### src/rtl/ram_tp_arb.sv
// ram_tp_arb: round-robin arbiter sharing one two-port RAM (one write port, one read
// port) between N_REQ requesters. Write and read arbitration are independent. Read
// responses return to the issuing requester 1+RD_LAT cycles after the handshake.
// Optional build macro RAM_TP_ARB_RAW_STALL_EN: a read whose address matches the write
// handshaking in the same cycle is held off one cycle, so it observes the new data.
module ram_tp_arb #(
  parameter int unsigned N_REQ      = 4,
  parameter int unsigned ADDR_WIDTH = 6,
  parameter int unsigned DATA_WIDTH = 32,
  parameter int unsigned RD_LAT     = 1
) (
  input  logic                          clk_i,
  input  logic                          rst_n_i,
  input  logic [N_REQ-1:0]              wr_valid_i,
  output logic [N_REQ-1:0]              wr_ready_o,
  input  logic [N_REQ*ADDR_WIDTH-1:0]   wr_addr_i,
  input  logic [N_REQ*DATA_WIDTH-1:0]   wr_data_i,
  input  logic [N_REQ-1:0]              rd_valid_i,
  output logic [N_REQ-1:0]              rd_ready_o,
  input  logic [N_REQ*ADDR_WIDTH-1:0]   rd_addr_i,
  output logic [N_REQ-1:0]              rsp_valid_o,
  output logic [DATA_WIDTH-1:0]         rsp_data_o,
  output logic                          ram_wr_en_o,
  output logic [ADDR_WIDTH-1:0]         ram_wr_addr_o,
  output logic [DATA_WIDTH-1:0]         ram_wr_data_o,
  output logic                          ram_rd_en_o,
  output logic [ADDR_WIDTH-1:0]         ram_rd_addr_o,
  input  logic [DATA_WIDTH-1:0]         ram_rd_data_i
);

  localparam int unsigned PW = (N_REQ > 1) ? $clog2(N_REQ) : 1;
  // Response tag pipeline flattened: stage s occupies bits [s*N_REQ +: N_REQ].
  localparam int unsigned TW = (RD_LAT + 1) * N_REQ;

  logic [PW-1:0]         wr_ptr_q, rd_ptr_q;
  logic [PW-1:0]         wr_idx, rd_idx;
  logic                  wr_found, rd_found;
  logic                  wr_hs, rd_hs, raw_hit;
  logic [ADDR_WIDTH-1:0] wr_addr_sel, rd_addr_sel;
  logic [DATA_WIDTH-1:0] wr_data_sel;
  logic [N_REQ-1:0]      rd_tag;
  logic [TW-1:0]         tag_q;
  logic [DATA_WIDTH-1:0] rsp_hold_q;

  // First requester with valid set, searching upward from ptr with wrap; {found, idx}.
  function automatic logic [PW:0] rr_pick(input logic [N_REQ-1:0] req,
                                          input logic [PW-1:0] ptr);
    logic          found;
    logic [PW-1:0] idx;
    int unsigned   k;
    found = 1'b0;
    idx   = '0;
    for (int unsigned i = 0; i < N_REQ; i++) begin
      k = (32'(ptr) + i) % N_REQ;
      if (!found && req[k[PW-1:0]]) begin
        found = 1'b1;
        idx   = k[PW-1:0];
      end
    end
    return {found, idx};
  endfunction

  // Next pointer value: one past the granted requester, wrapping to 0.
  function automatic logic [PW-1:0] ptr_next(input logic [PW-1:0] g);
    return (32'(g) == N_REQ - 1) ? '0 : g + PW'(1);
  endfunction

  // Combinational arbitration for both ports.
  always_comb begin
    {wr_found, wr_idx} = rr_pick(wr_valid_i, wr_ptr_q);
    {rd_found, rd_idx} = rr_pick(rd_valid_i, rd_ptr_q);
  end

  assign wr_addr_sel = wr_addr_i[32'(wr_idx) * ADDR_WIDTH +: ADDR_WIDTH];
  assign wr_data_sel = wr_data_i[32'(wr_idx) * DATA_WIDTH +: DATA_WIDTH];
  assign rd_addr_sel = rd_addr_i[32'(rd_idx) * ADDR_WIDTH +: ADDR_WIDTH];
  assign wr_hs       = wr_found;

`ifdef RAM_TP_ARB_RAW_STALL_EN
  assign raw_hit = wr_hs && rd_found && (rd_addr_sel == wr_addr_sel);
`else
  assign raw_hit = 1'b0;
`endif

  assign rd_hs      = rd_found && !raw_hit;
  assign wr_ready_o = wr_hs ? (N_REQ'(1) << wr_idx) : '0;
  assign rd_tag     = rd_hs ? (N_REQ'(1) << rd_idx) : '0;
  assign rd_ready_o = rd_tag;

  // Round-robin pointers advance past the winner only on a handshake.
  always_ff @(posedge clk_i or negedge rst_n_i) begin
    if (!rst_n_i) begin
      wr_ptr_q <= '0;
      rd_ptr_q <= '0;
    end else begin
      if (wr_hs) wr_ptr_q <= ptr_next(wr_idx);
      if (rd_hs) rd_ptr_q <= ptr_next(rd_idx);
    end
  end

  // Issue stage: strobe the RAM for one cycle; addr/data hold between accesses.
  always_ff @(posedge clk_i or negedge rst_n_i) begin
    if (!rst_n_i) begin
      ram_wr_en_o   <= 1'b0;
      ram_wr_addr_o <= '0;
      ram_wr_data_o <= '0;
      ram_rd_en_o   <= 1'b0;
      ram_rd_addr_o <= '0;
    end else begin
      ram_wr_en_o <= wr_hs;
      ram_rd_en_o <= rd_hs;
      if (wr_hs) begin
        ram_wr_addr_o <= wr_addr_sel;
        ram_wr_data_o <= wr_data_sel;
      end
      if (rd_hs) ram_rd_addr_o <= rd_addr_sel;
    end
  end

  // Tag shift pipeline: stage 0 lines up with ram_rd_en_o, last stage with RAM data.
  always_ff @(posedge clk_i or negedge rst_n_i) begin
    if (!rst_n_i) begin
      tag_q <= '0;
    end else begin
      tag_q <= TW'({tag_q, rd_tag});
    end
  end

  assign rsp_valid_o = tag_q[RD_LAT * N_REQ +: N_REQ];

  // Keep the last returned word so rsp_data_o is stable between responses.
  always_ff @(posedge clk_i or negedge rst_n_i) begin
    if (!rst_n_i) begin
      rsp_hold_q <= '0;
    end else if (|rsp_valid_o) begin
      rsp_hold_q <= ram_rd_data_i;
    end
  end

  assign rsp_data_o = (|rsp_valid_o) ? ram_rd_data_i : rsp_hold_q;

endmodule

### config.mk
export PLATFORM = sky130hd
export DESIGN_NAME = ram_tp_arb
export DESIGN_NICKNAME = d
export VERILOG_FILES = /design/src/rtl/ram_tp_arb.sv
export SDC_FILE = /design/constraint.sdc
export NUM_CORES = 1
export LEC_CHECK = 0
export ABC_CLOCK_PERIOD_IN_PS = 3700
export CAP_MARGIN = 20
export CORE_AREA = 2 2 119 121
export DETAILED_ROUTE_END_ITERATION = 8
export DIE_AREA = 0 0 121 123
export DONT_BUFFER_PORTS = 1
export GPL_ROUTABILITY_DRIVEN = 1
export GPL_TIMING_DRIVEN = 0
export HOLD_SLACK_MARGIN = 0.12
export PLACE_DENSITY = 0.53
export SYNTH_ARGS = -nofsm -noshare
export SYNTH_HDL_FRONTEND = slang
export SYNTH_SLANG_ARGS = --single-unit
### constraint.sdc
create_clock -name clk_i -period 3.7 [get_ports clk_i]
set_clock_uncertainty 0.15 [all_clocks]
set_input_delay 0.555 -clock clk_i [delete_from_list [all_inputs] [get_ports clk_i]]
set_output_delay 0.555 -clock clk_i [all_outputs]
set_load 0.02 [all_outputs]
==> run_results.csv <==
group,metric,value,unit
outcome,status,"completed",
sta,final-hold-violation-count,0,
power,p_seq_frac,0.427,
synth,synthFlopType,"dfrtp_1",
power,power_frac_comb,0.362,
power,p_sw,1730,uW
worst_setup_path,critPathLaunchType,"register",
clocking,path_clk_slew,70,ps
synth,yosys.area.top_type,"dfrtp_1",
place,gp_congestion,0.8115,
floorplanning,rows,43,
routing,first_pass_iters,4,
place,io_buffers,0,
synth,ys_types,34,
final_layout,antenna_cells,0,
floorplanning,dieWidth,121,um
synth,ys_seq_area_frac,0.4946,
clocking,clockBufferDepth,2,
synth,synth.area.top_cells,"dfrtp_1 (49%), mux2i_1 (9.7%), mux2_2 (8.4%)",
clocking,clock_latency,350,ps
synth,avgSynthCellArea,11.21,um^2
worst_setup_path,crit_arrival,2290,ps
synth,synth_compound_area_frac,0.1838,
synth,yosysWarnings,0,
sta,tns,0,ps
global_route,grt_pass1_vias,3682,
final_layout,regArea,0.002252,mm^2
power,internal_power,2382,uW
worst_setup_path,critPathMaxFanout,10,
run,max-cap-violations,0,
synth,yosys_register_bits,90,
power,p_leak,0.002116,uW
power,peakVddDrop,0.0002375,V
final_layout,final_core_util,0.3741,
final_layout,multi_input_area,0.002093,mm^2
synth,syn_nets,628,
sta,finalCritPeriodShare,0.8086,
worst_setup_path,critPathKind,"register to output port",
final_layout,drive_above_1_share,0.1726,
floorplanning,initial_core_util,0.3345,
sta,final-max-slew-violation-count,0,
synth,synth-adder-area-share,0.01099,
synth,synth-async-reset-ratio,1.000,
sta,setup_viol,0,
sta,rsz0062_at_grt,"false",
clocking,post_cts_buffers,0,
global_route,grt_usage,0.1777,
final_layout,num-nets-final,641,
hold_path,hold_depth,0,
power,p_per_area,807.5,mW/mm^2
floorplanning,chipHeight,123,um
routing,routedWlPerCell,22.71,um
clocking,cts_tree,"built",
clocking,htree_levels,3,
routing,vias_per_cell,5.841,
power,pwr-share-clk,0.211,
power,netSwitchingFraction,0.4208,
routing,drtIter0Drc,104,
floorplanning,core_area,0.01361,mm^2
global_route,grt_max_degree,91,
sta,maxSlewHeadroom,0.4510,
worst_setup_path,r2r_cells,6,
global_route,grt_pass1_wl,19.82,mm
routing,ant_nets,0,
synth,syn_area,0.004553,mm^2
global_route,antenna_found_initial,0,
synth,netlist.area_leader.share,0.4946,
sta,fmax,334.2,MHz
floorplanning,die_area,0.01488,mm^2
global_route,globalRouteOverflowTotal,0,
synth,synth_simple_gate_area_share,0.08409,
hold_path,min_path_type,"register to register",
floorplanning,ios,308,
routing,wl,13.69,mm
worst_setup_path,cp-end-kind,"output port",
synth,synth_edf_count,0,
synth,yosysMostFrequentCell,"dfrtp_1",
clocking,cts_sinks,90,
worst_setup_path,cp.required,2990,ps
place,dp_hpwl,10.43,mm
routing,vias,3522,
clocking,cts_buffers,9,
routing,drc,0,
synth,synth_xor_area_frac,0,
final_layout,fill_cells,1374,
synth,synth_top_family_by_area,"compound AO/OA/AOI/OAI gates",
sta,worstMarginPinSlew,816.0,ps
sta,fin_crit,2992,ps
clocking,root_buffer,"clkbuf_16",
synth,syn_inst,406,
final_layout,synthToLayoutAreaGrowth,11.84,%
synth,synthMuxAreaShare,0.1808,
synth,synth_top_cells_by_count,"dfrtp_1 (90), nor2_1 (51), mux2i_1 (44)",
[kinds of logic after synthesis]
family,after synthesis
compound gates,113
fa+ha+maj,4
buf+inv,42
flops,90
mux,78
simple gates,79
[cells in the final DEF, fill, tap and decap left out, drive strengths merged, types with 6 or more instances in the layout]
cell type / n
inv: 7
dfrtp: 90
and4: 6
clkbuf: 28
a211oi: 12
nor2: 51
o22ai: 42
o21ai: 6
buf: 19
mux2: 34
mux2i: 44
a221oi: 39
[stage by stage]
stage,total power (uW),instance area [um^2],hold WS [ps],cells,worst slack [ps]
detailed placement,3263,4778,111.1,586,845.8
floorplan,2941,4553,109.4,406,1254
CTS,4177,5092,190.3,603,636.2
global placement,3216,4778,111.4,586,937.2
global route,4349,5092,206.0,603,496.9
finish,4112,5092,191.5,603,708.0
[flip-flops by register name, summed over array words and instances, names as in the netlist]
signal,count
ram_wr_data_o,32
rd_ptr_q,2
ram_rd_addr_o,6
rsp_hold_q,32
tag_q,8
wr_ptr_q,2
ram_rd_en_o,1
ram_wr_addr_o,6
ram_wr_en_o,1
[layer usage]
layer | global-route usage | vias to the layer above | wire, um
li1 | - | 1580 | -
met1 | 0.1934 | 1722 | 5087
met2 | 0.3304 | 194 | 7339
met3 | 0.03690 | 26 | 947
met4 | 0.08140 | 0 | 319
met5 | 0 | - | 0
[power by group through the flow]
| stage | clock network, uW | registers [uW] | logic [uW] |
|---|---|---|---|
| 2_1_floorplan | 0 | 1700 | 1240 |
| 3_3_place_gp | 0 | 1760 | 1450 |
| 3_5_place_dp | 0 | 1780 | 1490 |
| 4_1_cts | 906 | 1760 | 1510 |
| 5_1_grt | 939 | 1790 | 1620 |
| 6_report | 868 | 1760 | 1490 |
[area by class of cell]
type / instances / share of cell area
Timing Repair Buffer: 2 / 0.007371
Multi-Input combinational cell: 274 / 0.4111
Clock inverter: 6 / 0.01007
Inverter: 5 / 0.003686
Tap cell: 180 / 0.04423
Sequential cell: 90 / 0.4423
Clock buffer: 9 / 0.04423
Buffer: 37 / 0.03710
[repair_timing]
item / in CTS / in global routing
gates resized for setup: 0 / 0
hold buffers: 2 / 0
endpoints found under the hold margin: 90 / 0
[path summary, 6_finish.rpt]
| path | startpoint | endpoint | slack, ps |
|---|---|---|---|
| hold / removal | tag_q[3]$_DFF_PN0_ | tag_q[7]$_DFF_PN0_ | 190 |
| hold reg to reg | tag_q[3]$_DFF_PN0_ | tag_q[7]$_DFF_PN0_ | 190 |
| setup reg to reg | wr_ptr_q[0]$_DFFE_PN0P_ | ram_wr_data_o[21]$_DFFE_PN0P_ | 1300 |
| max in group asynchronous | rst_n_i | ram_wr_data_o[4]$_DFFE_PN0P_ | 2400 |
| setup / recovery | tag_q[5]$_DFF_PN0_ | rsp_data_o[30] | 710 |
| min in group asynchronous | rst_n_i | rsp_hold_q[19]$_DFF_PN0_ | 640 |
[critical path, stage by stage, from the launching register on]
cell and delay, ps:
dfrtp_1 390, nor4_1 730, buf_2 380, mux2_2 440
Note: power is estimated with default switching activity, not from simulation.
